===== src/rtl/hi_xcorr_ssp_tx.sv =====
// Correlator report serializer: 2-deep FIFO of {I,Q} words shifted out MSB-first
// as gapped SPI-master frames with an active-low frame enable and sticky overflow.
module hi_xcorr_ssp_tx #(
  parameter int unsigned HALF_PERIOD = 1,
  parameter int unsigned FRAME_GAP   = 2
) (
  input  logic       ck_1356meg,
  input  logic       rst_n,
  input  logic [7:0] corr_i,
  input  logic [7:0] corr_q,
  input  logic       corr_valid,
  input  logic       clr_overflow,
  output logic       ssp_clk,
  output logic       ssp_din,
  output logic       ssp_frame,
  output logic       busy,
  output logic       overflow
);

  typedef enum logic [1:0] {S_IDLE, S_SHIFT, S_GAP} state_t;

  localparam int CW = 4;

  state_t        state, state_nx;
  logic [15:0]   mem [2];
  logic          rd_ptr, wr_ptr;
  logic [1:0]    count;
  logic [CW-1:0] div_cnt, gap_cnt;
  logic [3:0]    bit_cnt;
  logic [14:0]   shreg;
  logic          load, push_ok, drop;
  logic          fifo_empty, fifo_full, div_wrap, gap_done, last_fall;

  assign fifo_empty = (count == 2'd0);
  assign fifo_full  = (count == 2'd2);
  assign div_wrap   = (div_cnt == CW'(HALF_PERIOD - 1));
  assign gap_done   = (gap_cnt == CW'(FRAME_GAP - 1));
  // Falling ssp_clk with no bits left ends the frame.
  assign last_fall  = div_wrap && ssp_clk && (bit_cnt == '0);
  assign push_ok    = corr_valid && (!fifo_full || load);
  assign drop       = corr_valid && fifo_full && !load;
  assign busy       = !fifo_empty || (state != S_IDLE);

  // NOTE: every always_comb output gets a default first so no path leaves it unassigned (no latch).
  always_comb begin
    state_nx = state;
    load     = 1'b0;
    case (state)
      S_IDLE: begin
        if (!fifo_empty) begin
          state_nx = S_SHIFT;
          load     = 1'b1;
        end
      end
      S_SHIFT: begin
        if (last_fall) state_nx = S_GAP;
      end
      S_GAP: begin
        if (gap_done) begin
          if (!fifo_empty) begin
            state_nx = S_SHIFT;
            load     = 1'b1;
          end else begin
            state_nx = S_IDLE;
          end
        end
      end
      default: state_nx = S_IDLE;
    endcase
  end

  // NOTE: sequential state uses <= so every flop samples pre-edge values regardless of statement order.
  always_ff @(posedge ck_1356meg) begin
    if (!rst_n) begin
      rd_ptr <= 1'b0;
      wr_ptr <= 1'b0;
      count  <= 2'd0;
    end else begin
      if (push_ok) wr_ptr <= ~wr_ptr;
      if (load)    rd_ptr <= ~rd_ptr;
      case ({push_ok, load})
        2'b10:   count <= count + 2'd1;
        2'b01:   count <= count - 2'd1;
        default: count <= count;
      endcase
    end
  end

  // NOTE: FIFO storage is deliberately not reset; the pointers and count make stale entries unreachable.
  always_ff @(posedge ck_1356meg) begin
    if (push_ok) mem[wr_ptr] <= {corr_i, corr_q};
  end

  always_ff @(posedge ck_1356meg) begin
    if (!rst_n) begin
      state     <= S_IDLE;
      ssp_clk   <= 1'b0;
      ssp_din   <= 1'b0;
      ssp_frame <= 1'b1;
      shreg     <= '0;
      bit_cnt   <= '0;
      div_cnt   <= '0;
      gap_cnt   <= '0;
      overflow  <= 1'b0;
    end else begin
      state <= state_nx;
      if (drop)              overflow <= 1'b1;
      else if (clr_overflow) overflow <= 1'b0;

      if (load) begin
        shreg     <= mem[rd_ptr][14:0];
        ssp_din   <= mem[rd_ptr][15];
        ssp_frame <= 1'b0;
        ssp_clk   <= 1'b0;
        bit_cnt   <= 4'd15;
        div_cnt   <= '0;
      end else if (state == S_SHIFT) begin
        if (div_wrap) begin
          div_cnt <= '0;
          ssp_clk <= ~ssp_clk;
          // Data advances only on the falling ssp_clk edge.
          if (ssp_clk) begin
            if (bit_cnt != '0) begin
              bit_cnt <= bit_cnt - 4'd1;
              ssp_din <= shreg[14];
              shreg   <= {shreg[13:0], 1'b0};
            end else begin
              ssp_frame <= 1'b1;
              ssp_din   <= 1'b0;
              gap_cnt   <= '0;
            end
          end
        end else begin
          div_cnt <= div_cnt + CW'(1);
        end
      end else if (state == S_GAP) begin
        gap_cnt <= gap_cnt + CW'(1);
      end
    end
  end

endmodule


===== config.mk =====
export PLATFORM = sky130hd
export DESIGN_NAME = hi_xcorr_ssp_tx
export DESIGN_NICKNAME = d
export VERILOG_FILES = /design/src/rtl/hi_xcorr_ssp_tx.sv
export SDC_FILE = /design/constraint.sdc
export NUM_CORES = 1
export LEC_CHECK = 0
export CAP_MARGIN = 20
export CORE_MARGIN = 1.5
export CORE_UTILIZATION = 62
export DETAILED_ROUTE_END_ITERATION = 10
export DONT_BUFFER_PORTS = 1
export GPL_ROUTABILITY_DRIVEN = 0
export PLACE_DENSITY = 0.84
export SKIP_CTS_REPAIR_TIMING = 1
export SYNTH_ARGS = -nofsm -noshare
export SYNTH_HDL_FRONTEND = slang
export SYNTH_SLANG_ARGS = --single-unit

===== constraint.sdc =====
create_clock -name ck_1356meg -period 3.3 [get_ports ck_1356meg]
set_input_delay 0.66 -clock ck_1356meg [delete_from_list [all_inputs] [get_ports ck_1356meg]]
set_output_delay 0.66 -clock ck_1356meg [all_outputs]
set_load 0.05 [all_outputs]

Yosys cells after proc, flatten, opt, wreduce, memory -nomap -nowiden
Memory sizes are Yosys's and may differ from the RTL's. A register that Yosys moved wholly into a read port is not among the register bits.
Cells that the tools add are included.

word-level totals
  bits of input ports = 20
  register bits = 37
  RAM bits = 32
  memories kept = 1
  output and inout port bits = 5

cells by class
  bitwise operators = 5
  reduce and logical (&&, ||, !) cells = 30
  equal/unequal tests = 13
  multiplexer cells = 41
  add/subtract/negate cells = 5

memory list
  memory  words  width  read ports  clocked after memory_dff  write ports  RTL line  source
  mem     2      16     1           1                         1            25        logic [15:0] mem [2];

operators by type and width
  operator                                              number
  2-to-1 mux 15 bit                                     5
  2-to-1 mux 4 bit                                      11
  2-to-1 mux 1 bit                                      19
  nonzero test 2 bit                                    8
  inequality test 2 bit (second input constant)         7
  adder 4 x 1 -> 4 bit (second input constant)          2
  logical NOT 4 bit                                     2
  AND reduction 4 bit                                   2
  equality test 2 bit (second input constant)           3
  2-to-1 mux 2 bit                                      3
  case mux 2 bit (3 select lines)                       1
  AND reduction 3 bit                                   2
  logical AND 1 bit                                     5
  inverter 1 bit                                        5
  AND reduction 5 bit                                   1
  equality test 2 x 1 -> 1 bit (second input constant)  2
  equality test 4 x 1 -> 1 bit (second input constant)  1
  logical NOT 2 bit                                     2
  case mux 2 bit (2 select lines)                       1
  nonzero test 4 bit                                    1
  subtractor 4 x 1 -> 4 bit (second input constant)     1
  logical NOT 1 bit                                     3
  adder 2 x 1 -> 2 bit (second input constant)          1
  logical OR 1 bit                                      2
  4 further kinds                                       4

Depth between registers and ports, before layout
  depth in word-level cells = 8
  gate-level depth with buffers = 8
  mapped depth without buffers = 6

Least setup slack after synthesis
Ideal clock, no wire load.

  path type = flip-flop to flip-flop
  start = register gap_cnt[0]
  end = memory mem[0][0], enable pin
  stages on the path, launching flop included = 5
  buffers on the path = 0
  setup slack = 0.885 ns
  arrival time = 2.025 ns
  setup time = 0.390 ns
  period minus slack after synthesis = 2.415 ns
  cells stage by stage = dfxtp_1 > ha_1 > or4b_4 > a31oi_1 > nor2b_1

between the ends
  longest elaborated chain between the ends = 7

ends and longest elaborated chain
  element                                 RTL line  source
  from (decl)                             28        logic [CW-1:0] div_cnt, gap_cnt;
  from (signal assigned)                  137       gap_cnt <= gap_cnt + CW'(1);
  equality test 4 x 1 -> 1 bit            37        assign gap_done = (gap_cnt == CW'(FRAME_GAP - 1));
  2-to-1 mux 1 bit                        59        if (gap_done) begin
  case mux 1 bit (2 select lines)         48        case (state)
  logical OR 1 bit                        40        assign push_ok = corr_valid && (!fifo_full || load);
  logical AND 1 bit                       40
  2-to-1 mux 1 bit                        91        if (push_ok) mem[wr_ptr] <= {corr_i, corr_q};
  2-to-1 mux 1 bit (not written as such)  91
  to (decl)                               25

Every way passes these cells.

Final worst setup path
  start = register gap_cnt[0]
  end = memory mem[1][9], enable pin

Same word-level chain as after synthesis.

==> flow_metrics.env <==
export IMPL_cts_reportedPaths_clkPinSlew_ns=0.07
export IMPL_finalWirelength_mm=4.92
export IMPL_port_buffers=0
export IMPL_synth_nets=275
export IMPL_intPower_mw=1.41
export IMPL_period_needed_ns=2.40
export IMPL_p_per_area_nw_per_um2=606
export IMPL_critPathMaxFanout=16
export IMPL_fin_cells=308
export IMPL_path_buf_inv=0
export IMPL_cp_end_kind="register"
export IMPL_crit_type="reg -> reg"
export IMPL_ys_dominant_reg_cell="dfxtp_1"
export IMPL_die_x_um=71.4
export IMPL_cpMaxStageDelayCell="and2_1"
export IMPL_layout_commonest_cell="dfxtp_1"
export IMPL_cp_arrival_ns=2.37
export IMPL_layout_drive_gt1_share=0.156
export IMPL_setup_viol=0
export IMPL_via_per_inst=6.09
export IMPL_power_frac_comb=0.111
export IMPL_cts_root_buffer="clkbuf_8"
export IMPL_yosysSeqAreaShare=0.593
export IMPL_fin_setup_tns_ns=0
export IMPL_vias=1875
export IMPL_synth_edff_count=32
export IMPL_worstPathCellList="ha_1, or4b_4, a31oi_1, and2_1"
export IMPL_drv_cap=0
export IMPL_fin_util=0.699
export IMPL_start_util=0.653
export IMPL_stdcell_area_um2=3110
export IMPL_drt_iter0_drc=171
export IMPL_synth_top_cells_by_area="edfxtp_1 33%, dfxtp_1 26%, mux2_2 5.8%"
export IMPL_grt_pass1_wl_mm=8.14
export IMPL_dieHeight_um=71.4
export IMPL_p_clk_frac=0.342
export IMPL_hold_path_class="in -> reg"
export IMPL_yosys_warnings=0
export IMPL_wl_per_cell_um=16.0
export IMPL_timing_slew_headroom=0.354
export IMPL_areaGrowthSynthToFinish_pct=7.02
export IMPL_drc=2
export IMPL_coreArea_um2=4440
export IMPL_syn_inst=250
export IMPL_die_area_um2=5100
export IMPL_ir_drop_mv=0.346
export IMPL_track_usage=0.214
export IMPL_multi_input_area_um2=1080
export IMPL_synth_top_area_frac=0.331
export IMPL_final_seq_area_um2=1720
export IMPL_clkLatencyLatePin_ns=0.34
export IMPL_hold_viol_final=0
export IMPL_ys_ff_latch=70
export IMPL_grt_max_degree=31
export IMPL_finalMaxSlewViolations=0
export IMPL_fillers=313
export IMPL_syn_cell_area_um2=2900
export IMPL_tightestPinTransition_ns=0.967
export IMPL_fin_crit_sh=0.726
export IMPL_cts_sinks=70
export IMPL_num_rows=24
export IMPL_grt_pass1_vias=1776
export IMPL_grt_overflow=0
export IMPL_fin_nets=276
export IMPL_finClkSkew_ns=0.00513
export IMPL_power_frac_seq=0.547
export IMPL_timing_final_ws_setup_ns=0.903
export IMPL_ant_nets=0
export IMPL_dpl_hpwl_mm=2.94
export IMPL_leakage_nw=1.07
export IMPL_max_freq_mhz=417
export IMPL_cp_required_ns=3.27
export IMPL_cts_buffers=9
export IMPL_dp_cells=292
export IMPL_slowest_delay_ns=0.68
export IMPL_synth_area_leader_cell="edfxtp_1"
export IMPL_first_pass_iters=8
export IMPL_ios=25
export IMPL_cts_tree="built"
export IMPL_ys_types=48
export IMPL_rsz0062_at_grt="no"
export IMPL_p_sw_mw=0.474
export IMPL_cts_buffer_depth=2
export IMPL_status="finished, violations left"
export IMPL_dpl_cell_area_um2=2930
export IMPL_avgSynthCellArea_um2=11.6
export IMPL_place_worst_setup_slack_ns=0.903
export IMPL_violations="design-rule violations"
export IMPL_critPathLaunchType="register"
export IMPL_cts_htree_levels=3
export IMPL_swShare=0.251
export IMPL_antenna_cells=0
export IMPL_cp_top_family="simple AND/OR/NAND/NOR gates"
export IMPL_async_flop_share=0
export IMPL_most_common_layout_cells="38 x dfxtp_1, 32 x edfxtp_1, 23 x a21oi_1"
export IMPL_antenna_found_initial=0
[synthesized netlist by cell type, types with 4 or more instances]
cell      number
nand2_1       11
inv_1         10
dfxtp_1       38
a21oi_1       23
ha_1           5
clkbuf_1       5
a22oi_1       14
nand3_1       22
mux2_2        15
xor2_1         5
nor2_1        14
edfxtp_1      32
buf_2          5
nor2b_1        4
[flip-flops by register name (all words and copies together) (netlist names), named ones only]
register / count
mem: 32
shreg: 15
bit_cnt: 4
div_cnt: 4
gap_cnt: 4
count: 2
state: 2
overflow: 1
rd_ptr: 1
ssp_clk: 1
ssp_din: 1
ssp_frame: 1
wr_ptr: 1
[worst paths after layout]
| kind | from | endpoint | slack, ns | cells after the start |
|---|---|---|---|---|
| min reg2reg | shreg[4] | shreg[4] | 0.47 | 2 |
| max reg2reg | gap_cnt[0] | mem[1][9] | 0.90 | 4 |
| max | gap_cnt[0] | mem[1][9] | 0.90 | 4 |
| min | rst_n | ssp_frame | 0.39 | 1 |
[cell families after synthesis]
logic type,count (synthesis),share of synthesized area
AOI/OAI and AO/OA,54,0.125
xor gates and xnor gates,8,0.0241
adders and majority gates,5,0.0215
buffers and inverters,23,0.0358
DFF,70,0.593
muxes,17,0.0651
and+or+nand+nor,73,0.135
[power by group through the flow]
stage | Clock [mW] | Combinational [mW] | Sequential (mW)
6_report | 0.644 | 0.210 | 1.03
2_1_floorplan | 0 | 0.186 | 1.03
5_1_grt | 0.703 | 0.232 | 1.04
4_1_cts | 0.658 | 0.210 | 1.03
3_3_place_gp | 0 | 0.203 | 1.05
3_5_place_dp | 0 | 0.208 | 1.05
[worst register-to-register path: stages, from the launching register on]
cell,delay [ns]
dfxtp_1,0.42
ha_1,0.18
or4b_4,0.47
a31oi_1,0.27
and2_1,0.68
[per-layer routing]
layer	global-route usage	part of all wire	up-vias	wire, µm
li1	-	-	917	-
met1	0.287	0.45	909	2190
met2	0.319	0.49	41	2410
met3	0.0675	0.048	8	237
met4	0.100	0.017	0	82
met5	0	0	-	0
[area by class of cell]
| cell class | instances | area share |
|---|---|---|
| multi-input combinational | 157 | 0.347 |
| tap | 52 | 0.0209 |
| timing repair buffer | 3 | 0.00725 |
| inverter | 10 | 0.0121 |
| sequential | 70 | 0.554 |
| clock inverter | 5 | 0.0165 |
| clock buffer | 11 | 0.0423 |
[stage by stage]
| stage | power, mW | hold slack [ns] |
|---|---|---|
| finish | 1.88 | 0.390 |
| global route | 1.97 | 0.368 |
| CTS | 1.90 | 0.379 |
| detailed placement | 1.26 | 0.459 |
| global placement | 1.25 | 0.454 |
| floorplan | 1.21 | 0.448 |
Power figures use the tool's default switching activity.
